==> config.mk <==
export PLATFORM = sky130hd
export DESIGN_NAME = seq_divider
export DESIGN_NICKNAME = d
export VERILOG_FILES = /design/src/rtl/seq_divider.sv
export SDC_FILE = /design/constraint.sdc
export NUM_CORES = 1
export LEC_CHECK = 0
export ABC_AREA = 1
export CAP_MARGIN = 20
export CORE_AREA = 4 4 68 70
export DETAILED_ROUTE_END_ITERATION = 8
export DIE_AREA = 0 0 72 74
export DONT_BUFFER_PORTS = 1
export SYNTH_ARGS = -nofsm -noshare
export SYNTH_HDL_FRONTEND = slang
export SYNTH_SLANG_ARGS = --single-unit
==> constraint.sdc <==
create_clock -name Clock -period 2.1 [get_ports Clock]
set_clock_uncertainty 0.1 [all_clocks]
set_input_delay 0.525 -clock Clock [delete_from_list [all_inputs] [get_ports Clock]]
set_output_delay 0.525 -clock Clock [all_outputs]
set_load 0.02 [all_outputs]
==> src/rtl/seq_divider.sv <==
// Multi-cycle restoring divider: one quotient bit per clock, optional two's-complement
// mode, Go/Busy/Done handshake and divide-by-zero reporting.
module seq_divider #(
  parameter int WIDTH  = 4,
  parameter int SIGNED = 0
) (
  input  logic             Clock,
  input  logic             Resetn,
  input  logic             Go,
  input  logic [WIDTH-1:0] Dividend,
  input  logic [WIDTH-1:0] Divisor,
  output logic [WIDTH-1:0] Quotient,
  output logic [WIDTH-1:0] Remainder,
  output logic             Busy,
  output logic             Done,
  output logic             DivByZero
);

  localparam int CW = $clog2(WIDTH + 1);

  typedef enum logic [1:0] {IDLE, SHIFT, FIXUP} state_t;

  state_t           state;
  logic [CW-1:0]    cnt;
  logic [WIDTH-1:0] dvd_sr;   // dividend magnitude in, quotient magnitude out
  logic [WIDTH-1:0] dvs_mag;
  logic [WIDTH-1:0] dvd_raw;
  logic [WIDTH-1:0] rem;
  logic             neg_dvd;
  logic             neg_dvs;
  logic             zero;

  logic             in_neg_dvd;
  logic             in_neg_dvs;
  logic [WIDTH-1:0] in_dvd_mag;
  logic [WIDTH-1:0] in_dvs_mag;
  logic [WIDTH:0]   trial;
  logic [WIDTH-1:0] diff;
  logic             fits;
  logic [WIDTH-1:0] q_fix;
  logic [WIDTH-1:0] r_fix;

  always_comb begin
    in_neg_dvd = (SIGNED != 0) && Dividend[WIDTH-1];
    in_neg_dvs = (SIGNED != 0) && Divisor[WIDTH-1];
    // -(-2^(W-1)) wraps to 2^(W-1), which is still the correct unsigned magnitude
    in_dvd_mag = in_neg_dvd ? -Dividend : Dividend;
    in_dvs_mag = in_neg_dvs ? -Divisor : Divisor;

    trial = {rem, dvd_sr[WIDTH-1]};
    fits  = trial >= {1'b0, dvs_mag};
    diff  = trial[WIDTH-1:0] - dvs_mag;

    if (zero) begin
      q_fix = '1;
      r_fix = dvd_raw;
    end else begin
      q_fix = (neg_dvd ^ neg_dvs) ? -dvd_sr : dvd_sr;
      r_fix = neg_dvd ? -rem : rem;
    end
  end

  always_ff @(posedge Clock or negedge Resetn) begin
    if (!Resetn) begin
      state     <= IDLE;
      cnt       <= '0;
      dvd_sr    <= '0;
      dvs_mag   <= '0;
      dvd_raw   <= '0;
      rem       <= '0;
      neg_dvd   <= 1'b0;
      neg_dvs   <= 1'b0;
      zero      <= 1'b0;
      Quotient  <= '0;
      Remainder <= '0;
      Busy      <= 1'b0;
      Done      <= 1'b0;
      DivByZero <= 1'b0;
    end else begin
      Done <= 1'b0;
      case (state)
        IDLE: begin
          if (Go) begin
            dvd_sr  <= in_dvd_mag;
            dvs_mag <= in_dvs_mag;
            dvd_raw <= Dividend;
            neg_dvd <= in_neg_dvd;
            neg_dvs <= in_neg_dvs;
            zero    <= (Divisor == '0);
            rem     <= '0;
            cnt     <= CW'(WIDTH);
            Busy    <= 1'b1;
            state   <= SHIFT;
          end
        end
        SHIFT: begin
          rem    <= fits ? diff : trial[WIDTH-1:0];
          dvd_sr <= {dvd_sr[WIDTH-2:0], fits};
          cnt    <= cnt - CW'(1);
          if (cnt == CW'(1)) state <= FIXUP;
        end
        FIXUP: begin
          Quotient  <= q_fix;
          Remainder <= r_fix;
          DivByZero <= zero;
          Done      <= 1'b1;
          Busy      <= 1'b0;
          state     <= IDLE;
        end
        default: state <= IDLE;
      endcase
    end
  end

endmodule

==> impl_metrics.py, run 1 <==
metrics = {
    "sta": {
        "fin_crit_ns": 1.62,
        "hold_viol": 0,
        "setup_tns_ns": 0,
        "tightestPinTransition_ns": 0.419,
        "finalSetupViolations": 0,
        "whs_ns": 0.280,
        "fin_crit_sh_pct": 77.3,
        "fmax_ghz": 0.616,
        "relSlewSlack_pct": 72.0,
        "drv_slew": 0,
        "grt_setup_unrepaired": "false",
    },
    "global_routing": {
        "grt_max_degree": 34,
        "grt_antenna_before_repair": 0,
        "top_usage_layer": "met2",
        "grt_pass1_wl_um": 5550,
        "grt_use_met2_pct": 22.1,
        "grt_usage_pct": 13.7,
        "grtUsageMet1_pct": 16.9,
        "gr-total-overflow": 0,
        "grt_pass1_vias": 1180,
        "gr-usage-met3_pct": 4.86,
    },
    "routing": {
        "vias": 1141,
        "antenna_left": 0,
        "first_pass_iters": 4,
        "drcViolationCount": 0,
        "wl_um": 3090,
        "viasPerCell": 4.94,
        "dr.first_iter.drc_count": 39,
        "wl_per_cell_um": 13.4,
    },
    "worst_setup_path": {
        "crit_chain": "ha_1 > a21oi_2 > nand2_2 > nand2_4 > nand2_4 > nand3_1 > nand3_1",
        "critPathRequiredTime_ns": 2.17,
        "cp_max_fo": 5,
        "critPathTopFamily": "flip-flops",
        "crit_buf_inv": 0,
        "cp.arrival_ns": 1.69,
        "cp-end-kind": "flip-flop",
        "crit_path_start_kind": "flip-flop",
        "slowest_stage": "dfrtp_1",
        "slowest_delay_ns": 0.43,
        "crit_type": "reg2reg",
    },
    "finish": {
        "area_growth_pct": 9.69,
        "fin_nets": 198,
        "multi_input_area_um2": 616,
        "fin_util_pct": 43.5,
        "fill_cells": 408,
        "final_cell_area_mm2": 0.00173,
        "drive_gt1_share_pct": 14.4,
        "seq_area_um2": 826,
        "antenna_cells": 0,
    },
    "floorplanning": {
        "die_w_um": 72,
        "ios": 22,
        "fp.dieH_um": 74,
        "row_count": 23,
        "initial_core_util_pct": 39.7,
        "core_area_mm2": 0.00397,
        "die_area_mm2": 0.00533,
    },
    "synthesis": {
        "synthCells": 173,
        "ys_seq_area_share_pct": 52.4,
        "synthSimpleGateAreaFrac_pct": 23.5,
        "muxShareOfSynthArea_pct": 0,
        "synth_area_per_cell_um2": 9.11,
        "synthXorXnorAreaFrac_pct": 0.556,
        "synthDistinctLibCells": 27,
        "syn-cell-area_mm2": 0.00158,
        "synth-compound-area-share_pct": 8.98,
        "yosys_warnings": 0,
        "synth_top_family_by_area": "simple AND/OR/NAND/NOR gates",
        "synthAdderAreaFrac_pct": 6.04,
        "mappedNetlistNets": 191,
        "ys_ff_latch": 33,
    },
    "flow_run": {
        "maxCapViolations": 0,
    },
    "pwr": {
        "finalPower_mw": 3.03,
        "p_comb_share_pct": 43.3,
        "swShare_pct": 45.3,
        "p_sw_mw": 1.37,
        "ir_drop_v": 0.000582,
        "power_density_mw_per_mm2": 1750,
        "sequentialPowerShare_pct": 41.3,
        "clkPwrFrac_pct": 15.4,
        "total_leakage_power_nw": 0.869,
        "p_int_mw": 1.66,
    },
    "clock_tree": {
        "cts_root_buffer": "clkbuf_8",
        "cts.repair.resized": 0,
        "clockBufferDepth": 2,
        "cts_htree_levels": 2,
        "cts_buffers": 5,
        "cts_tree": "built",
        "clk_latency_ns": 0.29,
        "clk_pin_slew_worst_paths_ns": 0.07,
        "cts_num_sinks": 33,
    },
    "status": {
        "status": "finished, final reports clean",
    },
    "min_path": {
        "worstHoldPathType": "in2reg",
    },
    "place": {
        "gp_congestion": 0.854,
        "hpwlAfterDp_um": 2270,
        "io_buffers": 0,
        "post_dp_cell_area_mm2": 0.00161,
    },
}
==> placed cells by master, fill, tap and decap left out, drive strengths merged <==
master,count
o211ai,1
a21oi,4
or2,1
clkbuf,5
nand2,43
dlygate4sd3,1
o221ai,2
dfrtp,33
ha,6
o22ai,1
xnor2,1
clkinv,3
o21ai,16
nand4,5
nand3,12
inv,25
nor2,17
a31oi,1
buf,2
fa,1
clkinvlp,1
==> stage by stage <==
step | worst slack [ns] | std cells
global route | 0.340 | 231
CTS | 0.481 | 231
global placement | 0.510 | 221
finish | 0.478 | 231
detailed placement | 0.496 | 221
floorplan | 0.639 | 173
==> cells by family (layout without fill, tap and decap cells) <==
group	count (synthesis)	in the layout
simple gates	78	78
flops	33	33
buf+inv	29	37
compound gates	25	25
fa+ha+maj	7	7
xor+xnor	1	1
==> state kept, by name (all words and copies together), names as in the netlist <==
name	count
dvs_mag	4
Done	1
cnt	3
Quotient	4
dvd_sr	4
zero	1
dvd_raw	4
state	2
DivByZero	1
rem	4
Remainder	4
Busy	1
==> layer usage <==
| layer | routed length [um] | up-vias |
|---|---|---|
| met3 | 194 | 4 |
| met4 | 48 | 0 |
| li1 | - | 569 |
| met1 | 1400 | 543 |
| met2 | 1450 | 25 |
| met5 | 0 | - |
==> worst paths after layout <==
path / depth (start not counted) / end / slack (ns) / start
setup / recovery: 7 / rem[1] / 0.48 / rem[1]
min in group asynchronous: 2 / dvd_raw[2] / 0.59 / Resetn
max in group asynchronous: 2 / state[0] / 1.14 / Resetn
setup reg to reg: 7 / rem[1] / 0.48 / rem[1]
hold / removal: 2 / dvd_raw[1] / 0.28 / Dividend[1]
hold reg to reg: 2 / cnt[2] / 0.39 / cnt[2]
==> area by class of cell <==
type	count	area share (%)
Clock buffer	5	3.98
Multi-Input combinational cell	111	35.6
Sequential cell	33	47.8
Inverter	26	5.79
Tap cell	50	3.62
Timing Repair Buffer	3	2.17
Clock inverter	3	1.01
==> repair_timing <==
item / 4_1_cts / 5_1_grt
buffers inserted: 0 / 0
hold endpoints to repair: 33 / 0
hold buffers: 2 / 0
==> power groups by stage <==
| stage | Combinational, mW | Clock [mW] | Sequential (mW) |
|---|---|---|---|
| after global placement | 1.25 | 0 | 1.25 |
| final | 1.31 | 0.466 | 1.25 |
| after CTS | 1.33 | 0.484 | 1.25 |
| after detailed placement | 1.30 | 0 | 1.27 |
| after global routing | 1.54 | 0.512 | 1.29 |
| after floorplan | 1.12 | 0 | 1.20 |
==> cells in the mapped netlist <==
master    count  share of area (%)
dfrtp_1      33                 52
nand3_1      12                3.8
inv_4         1               0.40
o22ai_1       1               0.40
inv_1        20                4.8
a21oi_2       1               0.56
inv_2         4               0.95
o221ai_1      2                1.1
xnor2_1       1               0.56
fa_1          1                1.3
a31oi_1       1               0.40
buf_8         1               0.95
nand4_1       5                2.0
a21oi_1       3               0.95
nor2_1       14                3.3
ha_1          6                4.8
or2_2         1               0.40
nor2_2        3                1.2
buf_6         1               0.71
clkinv_1      1               0.24
nand2_1      37                8.8
o21ai_0       4                1.3
o211ai_1      1               0.48
nand2_4       5                3.6
o21ai_1      12                3.8
buf_4         1               0.48
nand2_2       1               0.40
Note: power is estimated with default switching activity, not from simulation.
==> run 2: changes to the inputs <==
clock period = 1.65 ns   (was 2.1 ns; I/O delays follow)
==> impl_metrics.py, run 2 (synthesis gave the netlist of run 1 again) <==
metrics = {
    "clock_tree": {
        "clk_latency_ns": 0.28,
        "cts_buffers": 5,
        "cts_htree_levels": 2,
        "clockBufferDepth": 2,
        "clk_pin_slew_worst_paths_ns": 0.07,
        "cts_num_sinks": 33,
        "cts_tree": "built",
        "cts_root_buffer": "clkbuf_8",
    },
    "min_path": {
        "min_from": "Dividend[0]",
        "worstHoldPathType": "in2reg",
    },
    "routing": {
        "antenna_left": 0,
        "viasPerCell": 4.94,
        "wl_per_cell_um": 13.7,
        "first_pass_iters": 4,
        "dr.first_iter.drc_count": 74,
        "vias": 1157,
        "wl_um": 3210,
        "drcViolationCount": 0,
    },
    "finish": {
        "layout_common_cells": "nand2_1 (37), dfrtp_1 (33), inv_1 (19)",
        "fin_nets": 201,
        "antenna_cells": 0,
        "area_growth_pct": 14.1,
        "drive_gt1_share_pct": 17.4,
        "final_common_cell": "nand2_1",
    },
    "floorplanning": {
        "initial_core_util_pct": 39.7,
        "ios": 22,
        "fp.dieH_um": 74,
        "die_w_um": 72,
        "row_count": 23,
        "die_area_mm2": 0.00533,
        "core_area_mm2": 0.00397,
    },
    "worst_setup_path": {
        "cp.arrival_ns": 1.62,
        "crit_type": "reg2reg",
        "cp-startpoint": "rem[0]",
        "timing.rr.start": "rem[0]",
        "endpoint": "rem[1]",
        "cp_max_fo": 5,
        "reg2regPathDepth": 9,
        "crit_path_start_kind": "flip-flop",
        "r2r-end": "rem[1]",
        "critPathRequiredTime_ns": 1.72,
        "reg2reg_slack_ns": 0.1,
        "cp-end-kind": "flip-flop",
    },
    "place": {
        "dp_slack_ns": 0.0145,
        "gp_congestion": 0.850,
        "hpwlAfterDp_um": 2350,
        "io_buffers": 0,
    },
    "sta": {
        "fin_crit_ns": 1.55,
        "tightestPinTransition_ns": 0.414,
        "setup_slack_ns": 0.0953,
        "whs_ns": 0.175,
        "fmax_ghz": 0.643,
        "fin_crit_sh_pct": 94.2,
        "relSlewSlack_pct": 72.3,
        "hold_viol": 0,
        "drv_slew": 0,
        "finalSetupViolations": 0,
    },
    "pwr": {
        "total_leakage_power_nw": 0.896,
        "ir_drop_v": 0.000932,
        "power_density_mw_per_mm2": 2310,
    },
    "global_routing": {
        "grt_pass1_wl_um": 5290,
        "gr-total-overflow": 0,
        "grt_max_degree": 34,
        "grt_pass1_vias": 1146,
        "grt_usage_pct": 13.2,
        "grt_antenna_before_repair": 0,
    },
    "status": {
        "status": "finished, final reports clean",
    },
    "flow_run": {
        "maxCapViolations": 0,
    },
}
run 2: worst max-delay path, stage by stage, from the launching register on:
cell and delay (ns):
dfrtp_1 0.44, ha_1 0.31, nand2_1 0.08, clkinv_1 0.06, nand2_1 0.07, nand2_2 0.06, nand2_4 0.09, nand2_4 0.06
nand3_1 0.10, nand3_1 0.07
run 2: layer usage:
metal / share of wire, % / routed length (um) / GRT usage [%] / vias to the layer above
met1: 44 / 1420 / 16.1 / 541
met3: 6.1 / 197 / 5.41 / 4
met5: 0 / 0 / 0 / -
li1: - / - / - / 581
met2: 48 / 1540 / 20.9 / 31
met4: 1.5 / 48 / 5.64 / 0
run 2: area by class of cell:
class	instances	area (um^2)
repair buffers	6	60.1
inverters	26	100
flip-flops and latches	33	826
well taps	50	62.6
clock buffers	7	86.3
multi-input cells	111	633
fillers	392	2170
clock inverters	1	30.0
run 2: metrics by stage:
step                      total power, mW  instances  TNS (ns)  util [%]  cell area, um^2
after CTS                            4.07        231         0      44.3             1760
after global placement               3.18        221         0      40.6             1610
after global routing                 4.53        234   -0.0138      45.3             1800
final                                4.16        234         0      45.3             1800
after detailed placement             3.26        221         0      40.6             1610
after floorplan                      2.95        173         0         -             1580
run 2: power by group:
part | switching [mW] | internal, mW
sequential | 0.410 | 1.19
combinational | 1.06 | 0.710
clock | 0.294 | 0.492
run 2: timing repair:
action,in CTS,in global routing
buffers inserted,0,3
hold buffers,2,0
setup endpoints to repair,0,5
gates resized for setup,0,4
endpoints found under the hold margin,33,0
run 2: worst min path at each step:
stage / end / cells after the start
floorplan: Busy / 0
global placement: Quotient[3] / 0
detailed placement: DivByZero / 0
CTS: dvd_raw[2] / 2
global route: dvd_raw[2] / 2
finish: dvd_raw[0] / 2
==> run 3: changes to the inputs <==
HOLD_SLACK_MARGIN = 0.08   (was default)
==> results of run 3 <==
The final DEF is identical to that of run 2; final timing and power are the same.
